<file path="src/rtl/vend_pkg.sv">
// Shared types and encodings for the vending controller.
// Latency: n/a (declarations only).
// Backpressure: n/a.
package vend_pkg;

    typedef enum logic [1:0] {
        ST_IDLE     = 2'd0,
        ST_CREDIT   = 2'd1,
        ST_DISPENSE = 2'd2,
        ST_CHANGE   = 2'd3
    } state_t;

    // Coin acceptor value codes.
    localparam logic [1:0] COIN_NONE = 2'd0;
    localparam logic [1:0] COIN_5    = 2'd1;
    localparam logic [1:0] COIN_10   = 2'd2;
    localparam logic [1:0] COIN_25   = 2'd3;

    // Keypad request codes for the three product slots.
    localparam logic [3:0] CODE_SLOT1 = 4'b0011;
    localparam logic [3:0] CODE_SLOT2 = 4'b0111;
    localparam logic [3:0] CODE_SLOT3 = 4'b0001;

    // Credit units carried by a coin code; the invalid code is worth nothing.
    function automatic logic [4:0] coin_to_units(input logic [1:0] val);
        logic [4:0] units;
        case (val)
            COIN_5:  units = 5'd5;
            COIN_10: units = 5'd10;
            COIN_25: units = 5'd25;
            default: units = 5'd0;
        endcase
        return units;
    endfunction

endpackage

</file>
<file path="src/rtl/vend_if.sv">
// Front-end / actuator bundle of the vending controller.
// Latency: n/a (wires only).
// Backpressure: dispense and change are req/ack; the controller holds until ack.
interface vend_if #(
    parameter int CREDIT_W = 6
);
    logic                coin_valid;
    logic [1:0]          coin_val;
    logic                sel_valid;
    logic [3:0]          sel;
    logic                cancel;
    logic                dispense_req;
    logic [1:0]          dispense_slot;
    logic                dispense_ack;
    logic                change_valid;
    logic [CREDIT_W-1:0] change_amt;
    logic                change_ack;
    logic                coin_reject;
    logic                err;
    logic [CREDIT_W-1:0] credit;
    logic                busy;

    // Front end and actuators: drive strobes and acks, observe controller state.
    modport master (
        output coin_valid, coin_val, sel_valid, sel, cancel, dispense_ack, change_ack,
        input  dispense_req, dispense_slot, change_valid, change_amt,
               coin_reject, err, credit, busy
    );

    // The controller itself.
    modport slave (
        input  coin_valid, coin_val, sel_valid, sel, cancel, dispense_ack, change_ack,
        output dispense_req, dispense_slot, change_valid, change_amt,
               coin_reject, err, credit, busy
    );
endinterface

</file>
<file path="src/rtl/vend_sel_decode.sv">
// Maps a keypad request code to {valid, slot, price}.
// Latency: combinational.
// Backpressure: none.
module vend_sel_decode
    import vend_pkg::*;
#(
    parameter int CREDIT_W = 6,
    parameter int PRICE_1  = 15,
    parameter int PRICE_2  = 20,
    parameter int PRICE_3  = 25
) (
    input  logic [3:0]          sel,
    output logic                code_valid,
    output logic [1:0]          slot,
    output logic [CREDIT_W-1:0] price
);

    // Unknown codes decode to slot 0 with no price.
    always_comb begin
        code_valid = 1'b0;
        slot       = 2'd0;
        price      = '0;
        case (sel)
            CODE_SLOT1: begin
                code_valid = 1'b1;
                slot       = 2'd1;
                price      = CREDIT_W'(PRICE_1);
            end
            CODE_SLOT2: begin
                code_valid = 1'b1;
                slot       = 2'd2;
                price      = CREDIT_W'(PRICE_2);
            end
            CODE_SLOT3: begin
                code_valid = 1'b1;
                slot       = 2'd3;
                price      = CREDIT_W'(PRICE_3);
            end
            default: ;
        endcase
    end

endmodule

</file>
<file path="src/rtl/vend_controller.sv">
// Vending controller: coin credit, product selection, dispense and change sequencing.
// Latency: every output is registered; an input event is visible one cycle later.
// Backpressure: dispense_req / change_valid are held until the matching ack.
module vend_controller
    import vend_pkg::*;
#(
    parameter int PRICE_1  = 15,
    parameter int PRICE_2  = 20,
    parameter int PRICE_3  = 25,
    parameter int CREDIT_W = 6,
    parameter int TIMEOUT  = 255
) (
    input logic clk,
    input logic rst_n,
    vend_if.slave bus
);

    localparam int CREDIT_MAX = (1 << CREDIT_W) - 1;
    localparam int SW         = CREDIT_W + 1;          // sum width, holds the overflow bit
    localparam int TW         = $clog2(TIMEOUT + 1);

    state_t              state, state_nxt;
    logic [CREDIT_W-1:0] credit_q, credit_nxt;
    logic [CREDIT_W-1:0] change_amt_q, change_amt_nxt;
    logic [1:0]          slot_q, slot_nxt;
    logic [TW-1:0]       idle_cnt, idle_cnt_nxt;
    logic                reject_q, reject_nxt;
    logic                err_q, err_nxt;
    logic                dispense_req_q, change_valid_q, busy_q;

    logic                code_valid;
    logic [1:0]          dec_slot;
    logic [CREDIT_W-1:0] dec_price;
    logic [4:0]          coin_units;
    logic [SW-1:0]       coin_sum;
    logic                coin_real;
    logic                coin_fits;
    logic                sel_afford;
    logic                idle_expired;

    vend_sel_decode #(
        .CREDIT_W (CREDIT_W),
        .PRICE_1  (PRICE_1),
        .PRICE_2  (PRICE_2),
        .PRICE_3  (PRICE_3)
    ) u_sel_decode (
        .sel        (bus.sel),
        .code_valid (code_valid),
        .slot       (dec_slot),
        .price      (dec_price)
    );

    // A coin with the invalid value code is a no-op: never credited, never refused.
    assign coin_units   = coin_to_units(bus.coin_val);
    assign coin_real    = bus.coin_valid && (bus.coin_val != COIN_NONE);
    assign coin_sum     = SW'(credit_q) + SW'(coin_units);
    assign coin_fits    = (coin_sum <= SW'(CREDIT_MAX));
    assign sel_afford   = code_valid && (dec_price <= credit_q);
    assign idle_expired = (idle_cnt == TW'(TIMEOUT - 1));

    // State register.
    always_ff @(posedge clk or negedge rst_n) begin
        if (!rst_n) state <= ST_IDLE;
        else        state <= state_nxt;
    end

    // Next-state: cancel beats selection, selection beats coin, coin beats timeout.
    always_comb begin
        state_nxt = state;
        case (state)
            ST_IDLE: begin
                if (coin_real && coin_fits) state_nxt = ST_CREDIT;
            end
            ST_CREDIT: begin
                if (bus.cancel)                               state_nxt = ST_CHANGE;
                else if (bus.sel_valid)                       state_nxt = sel_afford ? ST_DISPENSE : ST_CREDIT;
                else if (!bus.coin_valid && idle_expired)     state_nxt = ST_CHANGE;
            end
            ST_DISPENSE: begin
                if (bus.dispense_ack) state_nxt = (credit_q != '0) ? ST_CHANGE : ST_IDLE;
            end
            ST_CHANGE: begin
                if (bus.change_ack) state_nxt = ST_IDLE;
            end
            default: state_nxt = ST_IDLE;
        endcase
    end

    // Datapath and pulse outputs for the coming cycle.
    always_comb begin
        credit_nxt     = credit_q;
        change_amt_nxt = change_amt_q;
        slot_nxt       = slot_q;
        idle_cnt_nxt   = '0;
        reject_nxt     = 1'b0;
        err_nxt        = 1'b0;
        case (state)
            ST_IDLE: begin
                err_nxt = bus.sel_valid;
                if (coin_real) begin
                    if (coin_fits) credit_nxt = coin_sum[CREDIT_W-1:0];
                    else           reject_nxt = 1'b1;
                end
            end
            ST_CREDIT: begin
                if (bus.cancel) begin
                    reject_nxt     = coin_real;
                    change_amt_nxt = credit_q;
                end else if (bus.sel_valid) begin
                    reject_nxt = coin_real;
                    if (sel_afford) begin
                        credit_nxt = credit_q - dec_price;
                        slot_nxt   = dec_slot;
                    end else begin
                        err_nxt = 1'b1;
                    end
                end else if (bus.coin_valid) begin
                    if (coin_real) begin
                        if (coin_fits) credit_nxt = coin_sum[CREDIT_W-1:0];
                        else           reject_nxt = 1'b1;
                    end
                end else if (idle_expired) begin
                    change_amt_nxt = credit_q;
                end else begin
                    idle_cnt_nxt = idle_cnt + TW'(1);
                end
            end
            ST_DISPENSE: begin
                reject_nxt = coin_real;
                if (bus.dispense_ack && (credit_q != '0)) change_amt_nxt = credit_q;
            end
            ST_CHANGE: begin
                reject_nxt = coin_real;
                if (bus.change_ack) begin
                    credit_nxt     = '0;
                    change_amt_nxt = '0;
                end
            end
            default: ;
        endcase
    end

    // Output registers; handshake levels follow the state being entered.
    always_ff @(posedge clk or negedge rst_n) begin
        if (!rst_n) begin
            credit_q       <= '0;
            change_amt_q   <= '0;
            slot_q         <= '0;
            idle_cnt       <= '0;
            reject_q       <= 1'b0;
            err_q          <= 1'b0;
            dispense_req_q <= 1'b0;
            change_valid_q <= 1'b0;
            busy_q         <= 1'b0;
        end else begin
            credit_q       <= credit_nxt;
            change_amt_q   <= change_amt_nxt;
            slot_q         <= slot_nxt;
            idle_cnt       <= idle_cnt_nxt;
            reject_q       <= reject_nxt;
            err_q          <= err_nxt;
            dispense_req_q <= (state_nxt == ST_DISPENSE);
            change_valid_q <= (state_nxt == ST_CHANGE);
            busy_q         <= (state_nxt == ST_DISPENSE) || (state_nxt == ST_CHANGE);
        end
    end

    assign bus.credit        = credit_q;
    assign bus.change_amt    = change_amt_q;
    assign bus.dispense_slot = slot_q;
    assign bus.dispense_req  = dispense_req_q;
    assign bus.change_valid  = change_valid_q;
    assign bus.busy          = busy_q;
    assign bus.coin_reject   = reject_q;
    assign bus.err           = err_q;

endmodule

</file>
<file path="src/flat_wrapper.sv">
// flat-port wrapper written by rule: the top's interface ports become plain ports
module vend_controller_flat import vend_pkg::*;
#(
    parameter int PRICE_1  = 15,
    parameter int PRICE_2  = 20,
    parameter int PRICE_3  = 25,
    parameter int CREDIT_W = 6,
    parameter int TIMEOUT  = 255
)
  (clk, rst_n, bus_coin_valid, bus_coin_val, bus_sel_valid, bus_sel, bus_cancel, bus_dispense_ack, bus_change_ack, bus_dispense_req, bus_dispense_slot, bus_change_valid, bus_change_amt, bus_coin_reject, bus_err, bus_credit, bus_busy);
  vend_if #(.CREDIT_W(CREDIT_W)) bus_i ();
  input logic clk;
  input logic rst_n;
  input wire logic [$bits(bus_i.coin_valid)-1:0] bus_coin_valid;
  input wire logic [$bits(bus_i.coin_val)-1:0] bus_coin_val;
  input wire logic [$bits(bus_i.sel_valid)-1:0] bus_sel_valid;
  input wire logic [$bits(bus_i.sel)-1:0] bus_sel;
  input wire logic [$bits(bus_i.cancel)-1:0] bus_cancel;
  input wire logic [$bits(bus_i.dispense_ack)-1:0] bus_dispense_ack;
  input wire logic [$bits(bus_i.change_ack)-1:0] bus_change_ack;
  output wire logic [$bits(bus_i.dispense_req)-1:0] bus_dispense_req;
  output wire logic [$bits(bus_i.dispense_slot)-1:0] bus_dispense_slot;
  output wire logic [$bits(bus_i.change_valid)-1:0] bus_change_valid;
  output wire logic [$bits(bus_i.change_amt)-1:0] bus_change_amt;
  output wire logic [$bits(bus_i.coin_reject)-1:0] bus_coin_reject;
  output wire logic [$bits(bus_i.err)-1:0] bus_err;
  output wire logic [$bits(bus_i.credit)-1:0] bus_credit;
  output wire logic [$bits(bus_i.busy)-1:0] bus_busy;
  assign bus_i.coin_valid = bus_coin_valid;
  assign bus_i.coin_val = bus_coin_val;
  assign bus_i.sel_valid = bus_sel_valid;
  assign bus_i.sel = bus_sel;
  assign bus_i.cancel = bus_cancel;
  assign bus_i.dispense_ack = bus_dispense_ack;
  assign bus_i.change_ack = bus_change_ack;
  assign bus_dispense_req = bus_i.dispense_req;
  assign bus_dispense_slot = bus_i.dispense_slot;
  assign bus_change_valid = bus_i.change_valid;
  assign bus_change_amt = bus_i.change_amt;
  assign bus_coin_reject = bus_i.coin_reject;
  assign bus_err = bus_i.err;
  assign bus_credit = bus_i.credit;
  assign bus_busy = bus_i.busy;
  vend_controller #(.PRICE_1(PRICE_1), .PRICE_2(PRICE_2), .PRICE_3(PRICE_3), .CREDIT_W(CREDIT_W), .TIMEOUT(TIMEOUT)) u_core (.clk(clk), .rst_n(rst_n), .bus(bus_i));
endmodule
</file>
<file path="config.mk">
export PLATFORM = sky130hd
export DESIGN_NAME = vend_controller_flat
export DESIGN_NICKNAME = d
export VERILOG_FILES = /design/src/rtl/vend_pkg.sv /design/src/rtl/vend_if.sv /design/src/rtl/vend_sel_decode.sv /design/src/rtl/vend_controller.sv /design/src/flat_wrapper.sv
export SDC_FILE = /design/constraint.sdc
export NUM_CORES = 1
export LEC_CHECK = 0
export CAP_MARGIN = 20
export CORE_MARGIN = 3
export CORE_UTILIZATION = 49
export DETAILED_ROUTE_END_ITERATION = 16
export PLACE_DENSITY = 0.77
export SLEW_MARGIN = 20
export SYNTH_ARGS = -nofsm -noshare
export SYNTH_HDL_FRONTEND = slang
export SYNTH_HIERARCHICAL = 1
export SYNTH_SLANG_ARGS = --single-unit
</file>
<file path="constraint.sdc">
create_clock -name clk -period 2 [get_ports clk]
set_input_delay 0.2 -clock clk [delete_from_list [all_inputs] [get_ports clk]]
set_output_delay 0.2 -clock clk [all_outputs]
set_load 0.05 [all_outputs]
</file>
After elaboration in Yosys (flattened, before gate mapping) --
Cells that the tools add are included.
Storage, ports and cells: register bits 29, output and inout bits 19, input bits 13
Cells by class: multiplexer cells 42, add/subtract/negate cells 3, bitwise logic cells 1, $lt $le $gt $ge 2, eq/ne operators 20, reduce and logical (&&, ||, !) cells 17
Operators by type and width (number):
- $mux W6 | 12
- $mux W8 | 5
- $pmux W6 S3 | 2
- $pmux W5 S3 | 2
- $mux W2 | 8
- $eq A2 B2 Y1 const B | 6
- $mux W1 | 9
- $ne A3 B3 Y1 const B | 3
- $add A8 B1 Y8 const B | 1
- $eq A8 B8 Y1 const B | 1
- $pmux W2 S4 | 1
- $add A6 B5 Y7 | 1
- $le A7 B6 Y1 const B | 1
- $le A5 B6 Y1 | 1
- $ne A3 B2 Y1 const B | 2
- $pmux W2 S3 | 1
- $reduce_and A6 Y1 | 1
- $reduce_bool A3 Y1 | 2
- $reduce_bool A6 Y1 | 1
- $sub A6 B5 Y6 | 1
- $logic_and A1 B1 Y1 | 5
- $reduce_and A5 Y1 | 1
- $eq A2 B1 Y1 const B | 2
- $eq A4 B1 Y1 const B | 1
- other kinds (14) | 15

Logic depth before layout (Yosys ltp) --
depth in word-level cells 10, mapped depth 10, gate-level depth less buffers 9

By module --
Netlist, hierarchy kept.
Modules (own cells, without submodules):
- vend_controller | times used 1, area an instance 1999.4 µm², sequential area each 725.7 µm², cells an instance 215
- vend_sel_decode | times used 1, area an instance 81.3 µm², sequential area each 0.0 µm², cells an instance 13

Least setup slack after synthesis --
No wires, ideal clock.
kind reg-to-reg, from register u_core.credit_q[0] (netlist: u_core/bus.credit[0]), to register u_core.credit_q[4] (netlist: u_core/bus.credit[4]), arrival 2.408 ns, setup slack -0.550 ns, period minus slack after synthesis 2.550 ns, cell stages (with the launch flop) 9, setup time 0.143 ns, required time 1.857 ns, cells stage by stage dfrtp_1 inv_1 ha_1 fa_1 nand2b_1 a211oi_2 nor2_1 a221oi_2 o22ai_1
Between the ends: word-level cells in the longest chain between the ends 8
Ends and longest elaborated chain:
- start, declared | RTL line vend_controller.sv:23 | logic [CREDIT_W-1:0] credit_q, credit_nxt;
- start signal, assigned | RTL line vend_controller.sv:156 | credit_q <= credit_nxt;
- $add A6 B5 Y7 | RTL line vend_controller.sv:56 | assign coin_sum = SW'(credit_q) + SW'(coin_units);
- $le A7 B6 Y1 | RTL line vend_controller.sv:57 | assign coin_fits = (coin_sum <= SW'(CREDIT_MAX));
- $mux W6 | RTL line vend_controller.sv:101, vend_controller.sv:119
- $mux W6 | RTL line vend_controller.sv:118 | if (coin_real) begin
- $mux W6 | RTL line vend_controller.sv:117 | end else if (bus.coin_valid) begin
- $mux W6 | RTL line vend_controller.sv:109 | end else if (bus.sel_valid) begin
- $mux W6 | RTL line vend_controller.sv:106 | if (bus.cancel) begin
- $pmux W6 S3 | RTL line vend_controller.sv:97 | case (state)
Parallel ways exist; a longest one is shown, timed or not. The select of a mux whose other input is x is not followed. A chain may end at the register's enable or synchronous reset.

Final worst setup path --
from register u_core.credit_q[0] (netlist: u_core/bus.credit[0]), to register u_core.credit_q[1] (netlist: u_core/bus.credit[1])
The elaborated chain is that of the path after synthesis.

==> summary.txt <==
Vias in the first global route: 2248
Final ANT Viol Nets: 0
Pre-CTS setup slack: -0.7095 ns
FP Rows: 23
Syn_nets: 256
Status: finished, violations left
Vias: 2261
Gpl congestion: 0.9099
Max Slew Vio Count: 0
Crit. End Element: flip-flop
GRT Total Usage: 0.2726
Peak Freq: 458.8 MHz
# Max-Cap Violations: 0
Number of synthesized register bits: 29
PortBufs: 31
CP required: 2.21 ns
TritonCTS Buffers: 5
TNS Setup: -1.427 ns
H-tree levels: 2
Routed wire length per instance: 18.84 um
Sequential area share after synthesis: 0.3488
Hold Crit Class: in2async
PD cells: 1526 nW/um^2
Core footprint: 4058 sq um
CTS clk-pin slew, worst paths: 0.07 ns
Failing checks: negative setup slack
Worst EP arrival: 2.39 ns
Placement Cell Area: 2780 sq um
Hold Worst Slack: 0.2811 ns
Number of synthesized flops with an enable pin: 0
Final worst slack: -0.1795 ns
Library cells used by synthesis: 52
Share of cells above drive strength 1: 0.4074
DRT iter0 DRCs: 155
Leakage: 1.420 nW
Power consumption: 4.974 mW
N_diodes: 0
Effective utilization at floorplan: 0.5128
# IOs: 32
Post-Route WL: 7.048 mm
First-pass GRT wire length: 10.56 mm
Overflow left after global routing: 0
Mapped Avg Cell Area: 9.126 sq um
Critical Path Fanout Max: 4
Die H: 71.17 um
RSZ-0062 raised after global routing: true
Clk buf depth: 2
Reg2reg setup slack: -0.18 ns
Die width: 71.17 um
Tmin final: 2.179 ns
Clk Latency, worst-skew pair: 0.31 ns
Largest net degree at the start of global routing: 30
Design area: 3259 sq um
Via density: 6.045
Syn Inst Count: 228
CTS tree: yes
Period utilization: 1.090
Ys async rst share: 1.000
Skew final: 0.01078 ns
CP Class: reg2reg
DR pass1 iterations: 5
DPL Wire Length: 4.516 mm
DRC Markers: 0
Main flop type after synthesis: dfrtp_1
Antenna violations before repair: 0
Setup crit start kind: flip-flop
Netlist Area Pre-Place: 2081 sq um
Final net count: 351
Die area: 5064 sq um
Final hold vios: 0
Layout area overhead: 56.64%
Slew HR: 0.6548
Max rail drop VDD: 0.001141 V
Clock root buffer master: clkbuf_8
Synth Warn #: 6
Setup violators final: 15
Worst-Margin Slew: 0.5161 ns
Sinks on Clock Net: 29
==> cell usage after synthesis, types with 2 or more instances <==
| master | n | area, sq um |
|---|---|---|
| nand4_1 | 5 | 31.28 |
| nand2_1 | 10 | 37.54 |
| a21o_1 | 2 | 15.01 |
| o21a_1 | 2 | 15.01 |
| inv_1 | 21 | 78.83 |
| o2111ai_1 | 2 | 17.52 |
| mux2_2 | 2 | 22.52 |
| o32a_1 | 3 | 30.03 |
| xnor2_1 | 3 | 26.28 |
| nand2b_1 | 4 | 25.02 |
| clkbuf_1 | 2 | 7.510 |
| o22a_1 | 3 | 26.28 |
| and3_1 | 3 | 18.77 |
| a211oi_1 | 6 | 45.04 |
| buf_4 | 4 | 30.03 |
| nor2b_1 | 4 | 25.02 |
| a21oi_1 | 15 | 75.07 |
| a22o_1 | 4 | 35.03 |
| dfrtp_1 | 29 | 725.7 |
| xor2_1 | 8 | 70.07 |
| o21ai_0 | 10 | 50.05 |
| buf_2 | 3 | 15.01 |
| nand3_1 | 5 | 25.02 |
| or2_2 | 2 | 12.51 |
| nor3_1 | 3 | 15.01 |
| ha_1 | 13 | 162.7 |
| a221oi_1 | 3 | 26.28 |
| o22ai_1 | 7 | 43.79 |
| fa_1 | 2 | 40.04 |
| or3_1 | 2 | 12.51 |
| nor2_1 | 25 | 93.84 |
==> state kept, by name, indices dropped and copies added, names as in the netlist <==
name                      count
u_core/bus.change_amt         6
u_core/bus.dispense_slot      2
u_core/bus.busy               1
u_core/bus.dispense_req       1
u_core/bus.err                1
u_core/bus.change_valid       1
u_core/state                  2
u_core/bus.coin_reject        1
u_core/bus.credit             6
u_core/idle_cnt               8
==> logic make-up (layout without fill, tap and decap cells) <==
family / Yosys count / in the layout / share of synthesized area
buffers and inverters: 30 / 126 / 0.06314
muxes: 3 / 3 / 0.01804
and+or+nand+nor: 69 / 69 / 0.1708
xor gates and xnor gates: 11 / 11 / 0.04631
DFF: 29 / 29 / 0.3488
adders and majority gates: 15 / 15 / 0.09742
AOI/OAI and AO/OA: 70 / 70 / 0.2538
other: 1 / 1 / 0.001802
==> through the flow <==
step | std cells | util
after floorplan | 228 | -
after global placement | 347 | 0.6852
after detailed placement | 347 | 0.6852
after CTS | 362 | 0.7527
after global routing | 374 | 0.8033
final | 374 | 0.8033
==> where the power goes <==
part | switching [mW] | internal [mW]
logic | 1.92 | 1.48
registers | 0.158 | 0.763
clock network | 0.246 | 0.406
total | 2.32 | 2.65
==> what timing repair did <==
action / in CTS / in global routing
hold buffers: 0 / 0
setup buffers: 7 / 12
gates resized for setup: 30 / 28
endpoints found under the setup margin: 13 / 18
pin swaps: 17 / 19
==> cell type report <==
class,instances,area [sq um]
clock buffers,7,86.33
flip-flops and latches,29,730.7
inverters,21,78.83
fillers,267,798.3
well taps,50,62.56
repair buffers,97,805.8
multi-input cells,169,1465
clock inverters,1,30.03
==> worst paths after layout <==
check / start / to / cells after the start
max: u_core/bus.credit[0] / u_core/bus.credit[1] / 10
min: rst_n / u_core/bus.dispense_req / 2
max reg2reg: u_core/bus.credit[0] / u_core/bus.credit[1] / 10
min reg2reg: u_core/bus.change_amt[3] / u_core/bus.change_amt[3] / 1
max in group asynchronous: rst_n / u_core/bus.credit[0] / 2
min in group clk: bus_sel[2] / u_core/bus.dispense_slot[1] / 4
==> per-layer routing <==
metal | GRT usage | up-vias | wire length (um)
li1 | - | 1017 | -
met1 | 0.3069 | 1099 | 2683
met4 | 0.1420 | 0 | 275
met2 | 0.4684 | 116 | 3542
met3 | 0.07244 | 29 | 546
met5 | 0 | - | 0
==> cells in the final DEF, fill, tap and decap left out, types with 4 or more instances in the layout <==
master	netlist	routed
inv_1	21	17
clkdlybuf4s50_1	0	25
nand2_1	10	10
clkbuf_8	0	6
dlygate4sd2_1	0	4
a22o_1	4	4
buf_4	4	64
a21oi_1	15	10
o22ai_2	1	6
ha_4	0	5
a21oi_2	0	5
dfrtp_2	0	4
nand4_1	5	5
a211oi_1	6	4
inv_2	0	4
nor2_1	25	19
ha_1	13	7
nand3_1	5	5
xor2_1	8	8
o21ai_0	10	6
dfrtp_1	29	25
==> critical path, cell delays in order (launching register included) <==
cell      delay [ns]
dfrtp_2         0.39
inv_2           0.06
ha_4            0.16
fa_2            0.33
nand2b_4        0.16
a211oi_4        0.28
nor2_4          0.07
buf_4           0.14
a21o_1          0.21
buf_4           0.18
o22ai_2         0.11
Power figures use the tool's default switching activity.
